**src/rtl/ccu_snoop_bcast.sv**
```systemverilog
// rtl/ccu_snoop_bcast.sv - snoop broadcast: AC fan-out, CR merge, CD forward/drain
//
// Snoop port vectors use flat field layouts:
//   request  [AcW+2:0] = {ac[AcW-1:0], ac_valid, cr_ready, cd_ready}
//   response [CdW+8:0] = {ac_ready, cr_valid, cr_resp[4:0], cd_valid, cd_data[CdW-1:0], cd_last}
//   cr_resp bits: [0] DataTransfer, [1] Error, [2] PassDirty, [3] IsShared, [4] WasUnique
// Per-master vectors concatenate the per-port fields, port 0 in the LSBs.
module ccu_snoop_bcast #(
    parameter int NoMst = 4,
    parameter int AcW   = 8,
    parameter int CdW   = 8,
    localparam int ReqW  = AcW + 3,
    localparam int RespW = CdW + 9
) (
    input  logic                   clk_i,
    input  logic                   rst_ni,
    input  logic [ReqW-1:0]        slv_snoop_req_i,
    output logic [RespW-1:0]       slv_snoop_resp_o,
    input  logic [NoMst-1:0]       domain_mask_i,
    output logic [NoMst*ReqW-1:0]  mst_snoop_reqs_o,
    input  logic [NoMst*RespW-1:0] mst_snoop_resps_i
);

    localparam int SelW = (NoMst > 1) ? $clog2(NoMst) : 1;

    typedef enum logic [2:0] {
        S_IDLE = 3'd0,
        S_AC   = 3'd1,
        S_CR   = 3'd2,
        S_RESP = 3'd3,
        S_CD   = 3'd4
    } state_t;

    state_t           state, state_d;
    logic [AcW-1:0]   ac_q, ac_d;
    logic [NoMst-1:0] mask_q, mask_d;
    logic [NoMst-1:0] ac_done, ac_done_d;
    logic [NoMst-1:0] cr_done, cr_done_d;
    logic [NoMst-1:0] dt_vec, dt_d;
    logic [4:0]       cr_q, cr_d;
    logic [SelW-1:0]  sel_q, sel_d;

    // upstream request fields
    logic [AcW-1:0] s_ac;
    logic           s_ac_valid, s_cr_ready, s_cd_ready;
    assign s_ac       = slv_snoop_req_i[ReqW-1:3];
    assign s_ac_valid = slv_snoop_req_i[2];
    assign s_cr_ready = slv_snoop_req_i[1];
    assign s_cd_ready = slv_snoop_req_i[0];

    // upstream response fields
    logic           s_ac_ready, s_cr_valid, s_cd_valid, s_cd_last;
    logic [4:0]     s_cr_resp;
    logic [CdW-1:0] s_cd_data;
    assign slv_snoop_resp_o = {s_ac_ready, s_cr_valid, s_cr_resp, s_cd_valid, s_cd_data, s_cd_last};

    // per-master fields
    logic [NoMst-1:0] m_ac_ready, m_cr_valid, m_cd_valid, m_cd_last;
    logic [4:0]       m_cr_resp [NoMst];
    logic [CdW-1:0]   m_cd_data [NoMst];
    logic [NoMst-1:0] m_ac_valid, m_cr_ready, m_cd_ready;
    logic [AcW-1:0]   m_ac;

    for (genvar g = 0; g < NoMst; g++) begin : g_port
        assign m_cd_last[g]  = mst_snoop_resps_i[g*RespW];
        assign m_cd_data[g]  = mst_snoop_resps_i[g*RespW+1 +: CdW];
        assign m_cd_valid[g] = mst_snoop_resps_i[g*RespW+CdW+1];
        assign m_cr_resp[g]  = mst_snoop_resps_i[g*RespW+CdW+2 +: 5];
        assign m_cr_valid[g] = mst_snoop_resps_i[g*RespW+CdW+7];
        assign m_ac_ready[g] = mst_snoop_resps_i[g*RespW+CdW+8];
        assign mst_snoop_reqs_o[g*ReqW +: ReqW] = {m_ac, m_ac_valid[g], m_cr_ready[g], m_cd_ready[g]};
    end

    // the registered AC is only presented while the broadcast is in progress
    assign m_ac = (state == S_AC) ? ac_q : '0;

    // state and transaction registers, cleared immediately on reset
    always_ff @(posedge clk_i or negedge rst_ni) begin
        if (!rst_ni) begin
            state   <= S_IDLE;
            ac_q    <= '0;
            mask_q  <= '0;
            ac_done <= '0;
            cr_done <= '0;
            dt_vec  <= '0;
            cr_q    <= '0;
            sel_q   <= '0;
        end else begin
            state   <= state_d;
            ac_q    <= ac_d;
            mask_q  <= mask_d;
            ac_done <= ac_done_d;
            cr_done <= cr_done_d;
            dt_vec  <= dt_d;
            cr_q    <= cr_d;
            sel_q   <= sel_d;
        end
    end

    // next-state, handshake bookkeeping and port outputs
    always_comb begin
        state_d    = state;
        ac_d       = ac_q;
        mask_d     = mask_q;
        ac_done_d  = ac_done;
        cr_done_d  = cr_done;
        dt_d       = dt_vec;
        cr_d       = cr_q;
        sel_d      = sel_q;
        m_ac_valid = '0;
        m_cr_ready = '0;
        m_cd_ready = '0;
        s_ac_ready = 1'b0;
        s_cr_valid = 1'b0;
        s_cr_resp  = '0;
        s_cd_valid = 1'b0;
        s_cd_data  = '0;
        s_cd_last  = 1'b0;

        case (state)
            S_IDLE: begin
                s_ac_ready = 1'b1;
                if (s_ac_valid) begin
                    ac_d      = s_ac;
                    mask_d    = domain_mask_i;
                    ac_done_d = '0;
                    cr_done_d = '0;
                    dt_d      = '0;
                    cr_d      = '0;
                    state_d   = (domain_mask_i == '0) ? S_RESP : S_AC;
                end
            end

            S_AC, S_CR: begin
                // a port may answer CR as soon as its own AC is done, even
                // while other ports are still being offered the AC
                if (state == S_AC) begin
                    m_ac_valid = mask_q & ~ac_done;
                    m_cr_ready = mask_q & ac_done & ~cr_done;
                end else begin
                    m_cr_ready = mask_q & ~cr_done;
                end
                ac_done_d = ac_done | (m_ac_valid & m_ac_ready);
                for (int i = 0; i < NoMst; i++) begin
                    if (m_cr_ready[i] && m_cr_valid[i]) begin
                        cr_done_d[i] = 1'b1;
                        cr_d         = cr_d | m_cr_resp[i];
                        dt_d[i]      = m_cr_resp[i][0];
                    end
                end
                if (&(ac_done_d | ~mask_q)) begin
                    state_d = (&(cr_done_d | ~mask_q)) ? S_RESP : S_CR;
                end
            end

            S_RESP: begin
                s_cr_valid = 1'b1;
                s_cr_resp  = cr_q;
                if (s_cr_ready) begin
                    if (dt_vec == '0) begin
                        state_d = S_IDLE;
                    end else begin
                        for (int i = NoMst - 1; i >= 0; i--) begin
                            if (dt_vec[i]) sel_d = SelW'(i);
                        end
                        state_d = S_CD;
                    end
                end
            end

            S_CD: begin
                // the selected port streams upstream; every other data port is drained
                s_cd_valid = dt_vec[sel_q] & m_cd_valid[sel_q];
                s_cd_data  = m_cd_data[sel_q];
                s_cd_last  = m_cd_last[sel_q];
                for (int i = 0; i < NoMst; i++) begin
                    if (dt_vec[i]) begin
                        m_cd_ready[i] = (SelW'(i) == sel_q) ? s_cd_ready : 1'b1;
                    end
                    if (m_cd_ready[i] && m_cd_valid[i] && m_cd_last[i]) begin
                        dt_d[i] = 1'b0;
                    end
                end
                if (dt_d == '0) state_d = S_IDLE;
            end

            default: state_d = S_IDLE;
        endcase
    end

endmodule

```
**config.mk**
```make
export PLATFORM = sky130hd
export DESIGN_NAME = ccu_snoop_bcast
export DESIGN_NICKNAME = d
export VERILOG_FILES = /design/src/rtl/ccu_snoop_bcast.sv
export SDC_FILE = /design/constraint.sdc
export NUM_CORES = 1
export LEC_CHECK = 0
export BUFFER_PORTS_ARGS = -buffer_cell sky130_fd_sc_hd__clkbuf_2
export CAP_MARGIN = 20
export CORE_AREA = 5 5 87 89
export DETAILED_ROUTE_END_ITERATION = 6
export DIE_AREA = 0 0 92 94
export GPL_ROUTABILITY_DRIVEN = 0
export GPL_TIMING_DRIVEN = 0
export PLACE_DENSITY = 0.72
export SYNTH_ARGS = -nofsm -noshare
export SYNTH_HDL_FRONTEND = slang
export SYNTH_SLANG_ARGS = --single-unit
```
**constraint.sdc**
```tcl
create_clock -name clk_i -period 4.2 [get_ports clk_i]
set_input_delay 0 -clock clk_i [delete_from_list [all_inputs] [get_ports clk_i]]
set_output_delay 0 -clock clk_i [all_outputs]
set_load 0.01 [all_outputs]
```
==> results of run 1 <==
-- final cells by class --
| class | instances | area share, % |
|---|---|---|
| Multi-Input combinational cell | 201 | 39.2 |
| Timing Repair Buffer | 158 | 23.5 |
| Sequential cell | 34 | 23.4 |
| Buffer | 42 | 7.87 |
| Tap cell | 80 | 2.75 |
| Clock buffer | 6 | 2.27 |
| Inverter | 7 | 0.722 |
| Clock inverter | 2 | 0.344 |
-- logic make-up after synthesis --
logic type                after synthesis  synth area share, %
muxes                                  23                 13.9
xor gates and xnor gates                1                0.338
buffers and inverters                  49                 12.1
and+or+nand+nor                       103                 21.1
AOI/OAI and AO/OA                      74                 19.7
DFF                                    34                 32.9
-- stage by stage --
stage,setup slack (ns),instance area (µm²),instances
detailed placement,2.16,3410,509
CTS,1.99,3640,530
floorplan,2.44,2590,284
global route,1.83,3640,530
global placement,2.23,3410,509
finish,2.02,3640,530
-- worst max-delay path, cell delays in order (launching register included) --
cell	delay, ns
dfrtp_1	0.42
buf_6	0.16
nor3b_1	0.58
clkbuf_1	0.36
nand2_1	0.09
nor2_1	0.12
clkbuf_2	0.15
-- cell usage after synthesis (2+ instances only) --
| cell type | count | area, µm² |
|---|---|---|
| nor2_1 | 35 | 131 |
| dfrtp_1 | 34 | 851 |
| buf_4 | 29 | 218 |
| a21oi_1 | 24 | 120 |
| and2_1 | 23 | 144 |
| nand2_1 | 15 | 56.3 |
| mux2_2 | 14 | 158 |
| mux4_2 | 9 | 203 |
| o21ai_0 | 8 | 40.0 |
| clkbuf_1 | 7 | 26.3 |
| inv_1 | 7 | 26.3 |
| nand2b_1 | 7 | 43.8 |
| a211oi_1 | 6 | 45.0 |
| a31oi_1 | 6 | 37.5 |
| a222oi_1 | 5 | 50.1 |
| buf_2 | 4 | 20.0 |
| nor2b_1 | 4 | 25.0 |
| nor3b_1 | 4 | 30.0 |
| o211ai_1 | 4 | 30.0 |
| nor3_1 | 3 | 15.0 |
| buf_6 | 2 | 22.5 |
| nand3b_1 | 2 | 15.0 |
| nor4_1 | 2 | 12.5 |
| o21a_1 | 2 | 15.0 |
| o22a_1 | 2 | 17.5 |
| or2_2 | 2 | 12.5 |
-- sequential cells by signal, indices dropped and copies added, names as in the netlist --
signal,count
cr_q,5
cr_done,4
mask_q,4
sel_q,2
ac_done,4
state,3
ac_q,8
dt_vec,4
-- worst paths after layout --
| kind | endpoint | depth (start not counted) |
|---|---|---|
| setup reg to reg | state[0] | 6 |
| hold reg to reg | ac_q[7] | 1 |
| max in group asynchronous | sel_q[1] | 2 |
| min in group asynchronous | cr_q[3] | 2 |
| hold / removal | cr_q[2] | 3 |
| setup / recovery | mst_snoop_reqs_o[22] | 6 |
-- per-layer routing --
metal  track usage, %  routed length, µm  up-vias
li1                 -                  -     1330
met1             21.7               3240     1275
met2             34.9               4390      110
met3             4.09                476       12
met4             6.31                127        0
met5                0                  0        -
-- power groups by stage --
stage / logic (mW) / registers (mW) / clock network (mW)
after CTS: 1.70 / 0.606 / 0.262
after global routing: 1.86 / 0.630 / 0.279
after floorplan: 1.23 / 0.573 / 0
after global placement: 1.64 / 0.603 / 0
final: 1.69 / 0.612 / 0.256
after detailed placement: 1.68 / 0.612 / 0
-- timing repair --
| item | in CTS | in global routing |
|---|---|---|
| endpoints found under the setup margin | 0 | 0 |
| endpoints found under the hold margin | 46 | 0 |
| setup buffers | 0 | 0 |
| hold buffers | 13 | 0 |
==> out/results.ini, run 1 <==
[floorplan]
initial_utilization_pct=38.7
die_w_um=92
io_pins=146
die_area_mm2=0.00865
die_height_um=94
coreArea_mm2=0.00668
rows=30

[clocking]
cts_resized=0
clockBufferDepth=2
clk_pin_slew_ns=0.08
clock_latency_ns=0.29
cts.sinks=34
cts_buffers=5
cts_root_buffer=clkbuf_8
htreeDepth=2
cts_tree=built

[final_layout]
mostFrequentLayoutCells=145 x clkbuf_2, 35 x nor2_1, 34 x dfrtp_1
syn_to_final_growth_pct=40.6
final_common_cell=clkbuf_2
multi_input_area_mm2=0.00143
nets=534
utilization_pct=54.5
seqCellArea_um2=851
drive_gt1_share_pct=48.9
fillers=638
num_antenna_cells=0

[detailed_routing]
final_antenna_net_count=0
vias_per_cell=5.15
drc=0
wire_per_inst_um=15.5
num_vias=2727
routed_wl_mm=8.23
first_pass_iters=4
first_iter_violations=196

[timing]
skew_ns=0.0108
finalSetupViolCount=0
hold_viol_final=0
rsz0062_at_grt=false
setup_tns_ns=0
slew_headroom_pct=41.4
worstMarginPinSlew_ns=0.879
hold_ws_ns=0.0000843
final_max_slew_viol_count=0
period_needed_ns=2.18
max_freq_ghz=0.459
period_share_pct=51.8

[power_and_ir_drop]
p_leak_nw=1.87
seq_power_share_pct=23.9
sw_frac_of_total_pct=44.4
p_int_mw=1.42
power.density_mw_per_mm2=703
power.switching_mw=1.14
pwr-share-clk_pct=10.0
p_total_mw=2.56
combinationalPowerShare_pct=66.0
peakVddDrop_mv=0.308

[grt]
grt_pass1_wl_mm=13.4
grtUsageTotal_pct=18.9
grt_max_degree=35
gr-total-overflow=0
antenna_found_initial=0
grt_pass1_vias=2881

[worst_setup_path]
path_max_fanout=10
r2r-start=state[1]
worstSetupPathType=flop to output pin
crit_arrival_ns=2.18
startpoint=state[0]
crit_required_ns=4.20
worstSetupEndpointType=output pin
ff2ff_setup_slack_ns=2.13
startpoint_type=flop

[synthesis]
synth-edff-count=0
synthesis.nets=369
postSynthAreaPerCell_um2=9.12
syn_inst=284
synth_async_sr_flop_share_pct=100
ys.flop_type=dfrtp_1
ys_seq_area_share_pct=32.9
ys_types=50
ys_ff_latch=34
synth-warning-count=0
netlist_area_mm2=0.00259

[status]
status=finished, final reports clean

[job]
drv_cap=0

[worst_hold_path]
hold_path.class=input port to flop
hp-start=mst_snoop_resps_i[63]

[placed_design]
place.detailed.hpwl_mm=6.41
numPortBuffers=145

Power figures use the tool's default switching activity.
==> run 2, diff against run 1 <==
- PLACE_DENSITY: 0.72 -> 0.75
- clock period: 4.2 -> 1.8 ns (I/O delays scaled with it)
==> run 2 against run 1 <==
Compared with the run above: the run now ends with setup timing left; wire length is 5.3% higher; die area stayed put; sequential cell count unchanged; hold slack better by 0.0066 ns; clock skew is 0.0051 ns lower; critical path type is now flop to flop; clock power increased by 130%; design area increased by 14%; count of clock-buffer cells in the layout rose by 1; sequential share of layout area down 2.8 points; core utilization up 7.5 points.
==> out/results.ini, run 2 (same netlist as run 1, synthesis figures left out) <==
[timing]
period_needed_ns=1.87
period_share_pct=104
hold_viol_final=0  ; unchanged
finalSetupViolCount=7  ; +7
setup_tns_ns=-0.314  ; -0.314 ns
final_max_slew_viol_count=0  ; unchanged
skew_ns=0.00566  ; -0.00510 ns
slew_headroom_pct=41.7  ; +0.28 points
worstMarginPinSlew_ns=0.875  ; -0.00425 ns
max_freq_ghz=0.533
hold_ws_ns=0.00667  ; +0.00658 ns
fin_ws_ns=-0.0748  ; -2.10 ns
rsz0062_at_grt=true

[clocking]
htreeDepth=2  ; unchanged
cts.sinks=34  ; unchanged
cts_root_buffer=clkbuf_8
cts_buffers=5  ; unchanged
cts_tree=built
clock_latency_ns=0.29  ; about the same
clockBufferDepth=2  ; unchanged
clk_pin_slew_ns=0.07  ; about the same

[detailed_routing]
drc=0  ; unchanged
first_iter_violations=176  ; -10%
wire_per_inst_um=15.8  ; +1.7%
routed_wl_mm=8.67  ; +5.3%
first_pass_iters=4  ; unchanged
num_vias=2884  ; +5.8%
final_antenna_net_count=0  ; unchanged
vias_per_cell=5.25  ; +2.1%

[power_and_ir_drop]
peakVddDrop_mv=0.936  ; +200%
p_leak_nw=2.08  ; +11%
power.density_mw_per_mm2=1710  ; +140%
p_total_mw=7.06  ; +180%

[worst_setup_path]
crit_arrival_ns=2.05  ; -0.13 ns
path_max_fanout=6  ; -4
worstSetupEndpointType=flop
startpoint=state[1]
crit_required_ns=1.98  ; -2.22 ns
cp-endpoint=state[0]
ff2ff_setup_slack_ns=-0.07  ; -2.20 ns
timing.rr.end=state[0]
rr_worst_depth=7  ; +1
worstSetupPathType=flop to flop
r2r-start=state[1]
startpoint_type=flop

[status]
status=finished, violations left
violations=setup timing

[final_layout]
regMostFlops=ac_q
mostFrequentLayoutCells=122 x clkbuf_2, 44 x buf_4, 32 x dfrtp_1
utilization_pct=61.9  ; +7.5 points
nets=553  ; +3.6%
syn_to_final_growth_pct=59.9
fin_cells=549  ; +3.6%
multi_input_area_mm2=0.00154  ; +7.7%
top_regs=ac_q x8, cr_q x5
fillers=537  ; -16%
seqCellArea_um2=853  ; +0.29%
largest_register_ffs=8  ; unchanged
final_common_cell=clkbuf_2
num_antenna_cells=0  ; unchanged
drive_gt1_share_pct=57.1  ; +8.3 points

[floorplan]
die_area_mm2=0.00865  ; unchanged
rows=30  ; unchanged
io_pins=146  ; unchanged
initial_utilization_pct=38.7  ; unchanged
die_height_um=94  ; unchanged
coreArea_mm2=0.00668  ; unchanged
die_w_um=92  ; unchanged

[worst_hold_path]
hold_path.class=input port to flop
whs_path_depth=3  ; unchanged

[grt]
grt_max_degree=35  ; unchanged
grt_pass1_vias=2846  ; -1.2%
grt_pass1_wl_mm=13.2  ; -1.5%
gr-total-overflow=0  ; unchanged
antenna_found_initial=0  ; unchanged
grtUsageTotal_pct=18.8  ; -0.19 points

[placed_design]
dpl.cell_count=509  ; unchanged
place.detailed.hpwl_mm=6.31  ; -1.4%
numPortBuffers=145  ; unchanged

[job]
drv_cap=0  ; unchanged

[run 2: cell count changes in the layout (fill, tap and decap cells not counted), moves of 3 or more]
cell      change
buf_4        +15
a21oi_1       -3
and2_1        -9
buf_6        +29
and2_4        +9
clkbuf_1      -6
nor2_1        -5
clkbuf_2     -23
a21oi_2       +3
nor2_2        +3
[run 2: cell type report]
class                      count  share of cell area [%]
sequential                    34                    20.6
multi-input combinational    201                    37.1
clock buffer                   7                    2.09
tap                           80                    2.42
inverter                       7                   0.635
buffer                        38                    8.01
clock inverter                 1                   0.121
timing repair buffer         181                    29.0
[run 2: worst min path at each step]
stage / startpoint / end / slack, ns
after floorplan: rst_ni / ac_done[0] / -0.30
after global placement: rst_ni / mask_q[2] / 0.15
after detailed placement: rst_ni / mask_q[1] / 0.15
after CTS: mst_snoop_resps_i[65] / cr_q[4] / 0.003
after global routing: mst_snoop_resps_i[65] / cr_q[4] / 0.04
final: mst_snoop_resps_i[65] / cr_q[4] / 0.007
[run 2: worst max-delay path: stages, from the launching register on]
cell      delay [ns]
dfrtp_1         0.42
buf_6           0.15
nor3b_4         0.26
buf_4           0.18
a21oi_2         0.07
o41ai_4         0.38
nand2b_1        0.10
a22o_1          0.21
[run 2: where the power goes]
group | total (mW) | leakage (nW) | switching, mW | internal [mW]
registers | 1.49 | 0.421 | 0.367 | 1.13
clock network | 0.587 | 0.0482 | 0.278 | 0.308
logic | 4.98 | 1.61 | 2.30 | 2.68
total | 7.06 | 2.08 | 2.95 | 4.12
[run 2: routing by layer]
layer | part of all wire (%) | track usage (%) | vias to the layer above | wire length (µm)
met4 | 1.0 | 5.69 | 0 | 88
li1 | - | - | 1372 | -
met1 | 39 | 21.6 | 1386 | 3350
met5 | 0 | 0 | - | 0
met2 | 54 | 34.6 | 120 | 4650
met3 | 6.8 | 4.09 | 6 | 587
[run 2: through the flow]
stage	area (µm²)	worst slack, ns
after floorplan	2590	0.0354
after global placement	3410	-0.229
after detailed placement	3410	-0.212
after CTS	3820	-0.0538
after global routing	4140	-0.158
final	4140	-0.0748
[run 2: what timing repair did]
item                       CTS  global route
resized for setup           32            72
gates cloned                 0             1
setup endpoints to repair   71            66
hold buffers                15             0
hold endpoints to repair    48             0
pin swaps                   12            12
setup buffers               11             9
==> run 3, diff against run 2 <==
- GPL_TIMING_DRIVEN: 0 -> default
- PLACE_DENSITY: 0.75 -> 0.72
- TNS_END_PERCENT: default -> 1
- clock period: 1.8 -> 2 ns (I/O delays scaled with it)
==> run 3 against run 2 <==
Compared with the run above: core utilization is 9.5 points lower; clock power is 9.2% higher; die area stayed put; critical path type is now flop to output pin; first-iteration DRC count is 13% lower; wire length is 11% lower; register-to-register slack better by 0.23 ns; sequential power is 9% lower; the run now ends clean; global-route usage is 0.66 points lower; via count is 9.9% lower; design area is 15% lower; largest cell class unchanged.
==> out/results.ini, run 3 (same netlist as run 1, synthesis figures left out) <==
[detailed_routing]
num_vias=2599  ; -9.9%
met1_length_mm=3.27  ; -2.4%
routed_wl_mm=7.69  ; -11%
vias_per_cell=5.20  ; -1.1%
wl_met2_mm=3.96  ; -15%
met3_length_um=357  ; -39%
final_antenna_net_count=0  ; unchanged
wire_per_inst_um=15.4  ; -2.6%
drc=0  ; unchanged
first_iter_violations=154  ; -13%
first_pass_iters=4  ; unchanged
top_layer=met4

[floorplan]
coreArea_mm2=0.00668  ; unchanged
io_pins=146  ; unchanged
die_w_um=92  ; unchanged
die_height_um=94  ; unchanged
initial_utilization_pct=38.7  ; unchanged
die_area_mm2=0.00865  ; unchanged
rows=30  ; unchanged

[worst_setup_path]
crit_required_ns=2.00  ; +0.02 ns
path_max_fanout=9  ; +3
critical-path-slowest-cell=dfrtp_1
worstSetupPathType=flop to output pin
crit_chain=buf_4 > xnor2_1 > or2_2 > nor2_1 > clkbuf_2
worstSetupEndpointType=output pin
startpoint_type=flop
max_stage_delay_ns=0.49  ; +0.07 ns
crit_arrival_ns=1.85  ; -0.20 ns

[clocking]
cts_root_buffer=clkbuf_8
cts_setup_buffers=0  ; -11
clk_pin_slew_ns=0.07  ; about the same
htreeDepth=2  ; unchanged
clock_latency_ns=0.29  ; about the same
cts_buffers=5  ; unchanged
cts_tree=built
clockBufferDepth=2  ; unchanged
cts.sinks=34  ; unchanged

[timing]
final_max_slew_viol_count=0  ; unchanged
slew_headroom_pct=43.1  ; +1.4 points
period_needed_ns=1.85
period_share_pct=92.5
hold_viol_final=0  ; unchanged
worstMarginPinSlew_ns=0.854  ; -0.0211 ns
skew_ns=0.00890  ; +0.00323 ns
max_freq_ghz=0.540
setup_tns_ns=0  ; +0.314 ns
hold_ws_ns=0.00795  ; +0.00129 ns
finalSetupViolCount=0  ; -7

[final_layout]
fillers=658  ; +23%
syn_to_final_growth_pct=35.3
nets=505  ; -8.7%
regMostFlops=ac_q
final_common_cell=clkbuf_2
largest_register_ffs=8  ; unchanged
mostFrequentLayoutCells=145 x clkbuf_2, 34 x nor2_1, 32 x dfrtp_1
drive_gt1_share_pct=47.6  ; -9.5 points
num_antenna_cells=0  ; unchanged
top_regs=ac_q x8, cr_q x5

[power_and_ir_drop]
peakVddDrop_mv=0.624  ; -33%
p_leak_nw=1.76  ; -15%
power.density_mw_per_mm2=1490  ; -13%

[placed_design]
numPortBuffers=145  ; unchanged
place.detailed.hpwl_mm=6.09  ; -3.6%

[grt]
gr-total-overflow=0  ; unchanged
antenna_found_initial=0  ; unchanged
grtUsageTotal_pct=18.1  ; -0.66 points
grt_pass1_wl_mm=12.6  ; -4.1%
grt_pass1_vias=2598  ; -8.7%
grt_max_degree=35  ; unchanged

[job]
drv_cap=0  ; unchanged

[worst_hold_path]
hold_path.class=input port to flop

[status]
status=finished, final reports clean

==> run 3: metal layers <==
| metal | vias up | global-route usage, % |
|---|---|---|
| met4 | 0 | 5.45 |
| met5 | - | 0 |
| li1 | 1275 | - |
| met2 | 83 | 31.9 |
| met1 | 1230 | 22.6 |
| met3 | 11 | 3.21 |
==> run 3: final cells by class <==
cell class | instances | area, µm² | share of cell area [%]
clock buffer | 6 | 82.6 | 2.36
clock inverter | 1 | 30.0 | 0.857
inverter | 7 | 26.3 | 0.750
multi-input combinational | 201 | 1440 | 41.1
sequential | 34 | 853 | 24.4
tap | 80 | 100 | 2.86
timing repair buffer | 171 | 971 | 27.7
==> run 3: timing repair <==
item,4_1_cts,5_1_grt
setup endpoints to repair,0,14
hold endpoints to repair,48,0
hold buffers,15,0
resized for setup,0,5
==> run 3: path summary, 6_finish.rpt <==
| check | slack (ns) | depth (start not counted) | to | startpoint |
|---|---|---|---|---|
| setup / recovery | 0.15 | 5 | mst_snoop_reqs_o[1] | state[1] |
| hold / removal | 0.008 | 3 | ac_done[3] | mst_snoop_resps_i[67] |
| setup reg to reg | 0.16 | 5 | state[0] | state[1] |
| hold reg to reg | 0.50 | 1 | ac_q[4] | ac_q[4] |
| max in group asynchronous | 1.05 | 2 | state[2] | rst_ni |
| min in group asynchronous | 0.35 | 2 | ac_q[6] | rst_ni |
==> run 3: where the power goes <==
part	total (mW)	switching, mW	leakage [nW]	internal, mW
combinational	3.22	1.69	1.28	1.53
clock	0.641	0.243	0.0573	0.398
sequential	1.36	0.343	0.421	1.01
==> run 3: metrics by stage <==
| step | power (mW) | area [µm²] | instances | setup slack (ns) | util (%) |
|---|---|---|---|---|---|
| after global placement | 4.48 | 3220 | 478 | 0.151 | 48.2 |
| after global routing | 5.68 | 3500 | 500 | -0.000952 | 52.4 |
| final | 5.22 | 3500 | 500 | 0.149 | 52.4 |
| after CTS | 5.23 | 3490 | 500 | 0.0461 | 52.2 |
| after detailed placement | 4.55 | 3220 | 478 | 0.0569 | 48.2 |
| after floorplan | 3.78 | 2590 | 284 | 0.235 | - |
==> run 3: worst max-delay path: cells and delay by family (launching register included) <==
| kind | cells | cell delay (ns) |
|---|---|---|
| buf+inv | 2 | 0.37 |
| simple gates | 2 | 0.55 |
| xor+xnor | 1 | 0.15 |
| flops | 1 | 0.49 |
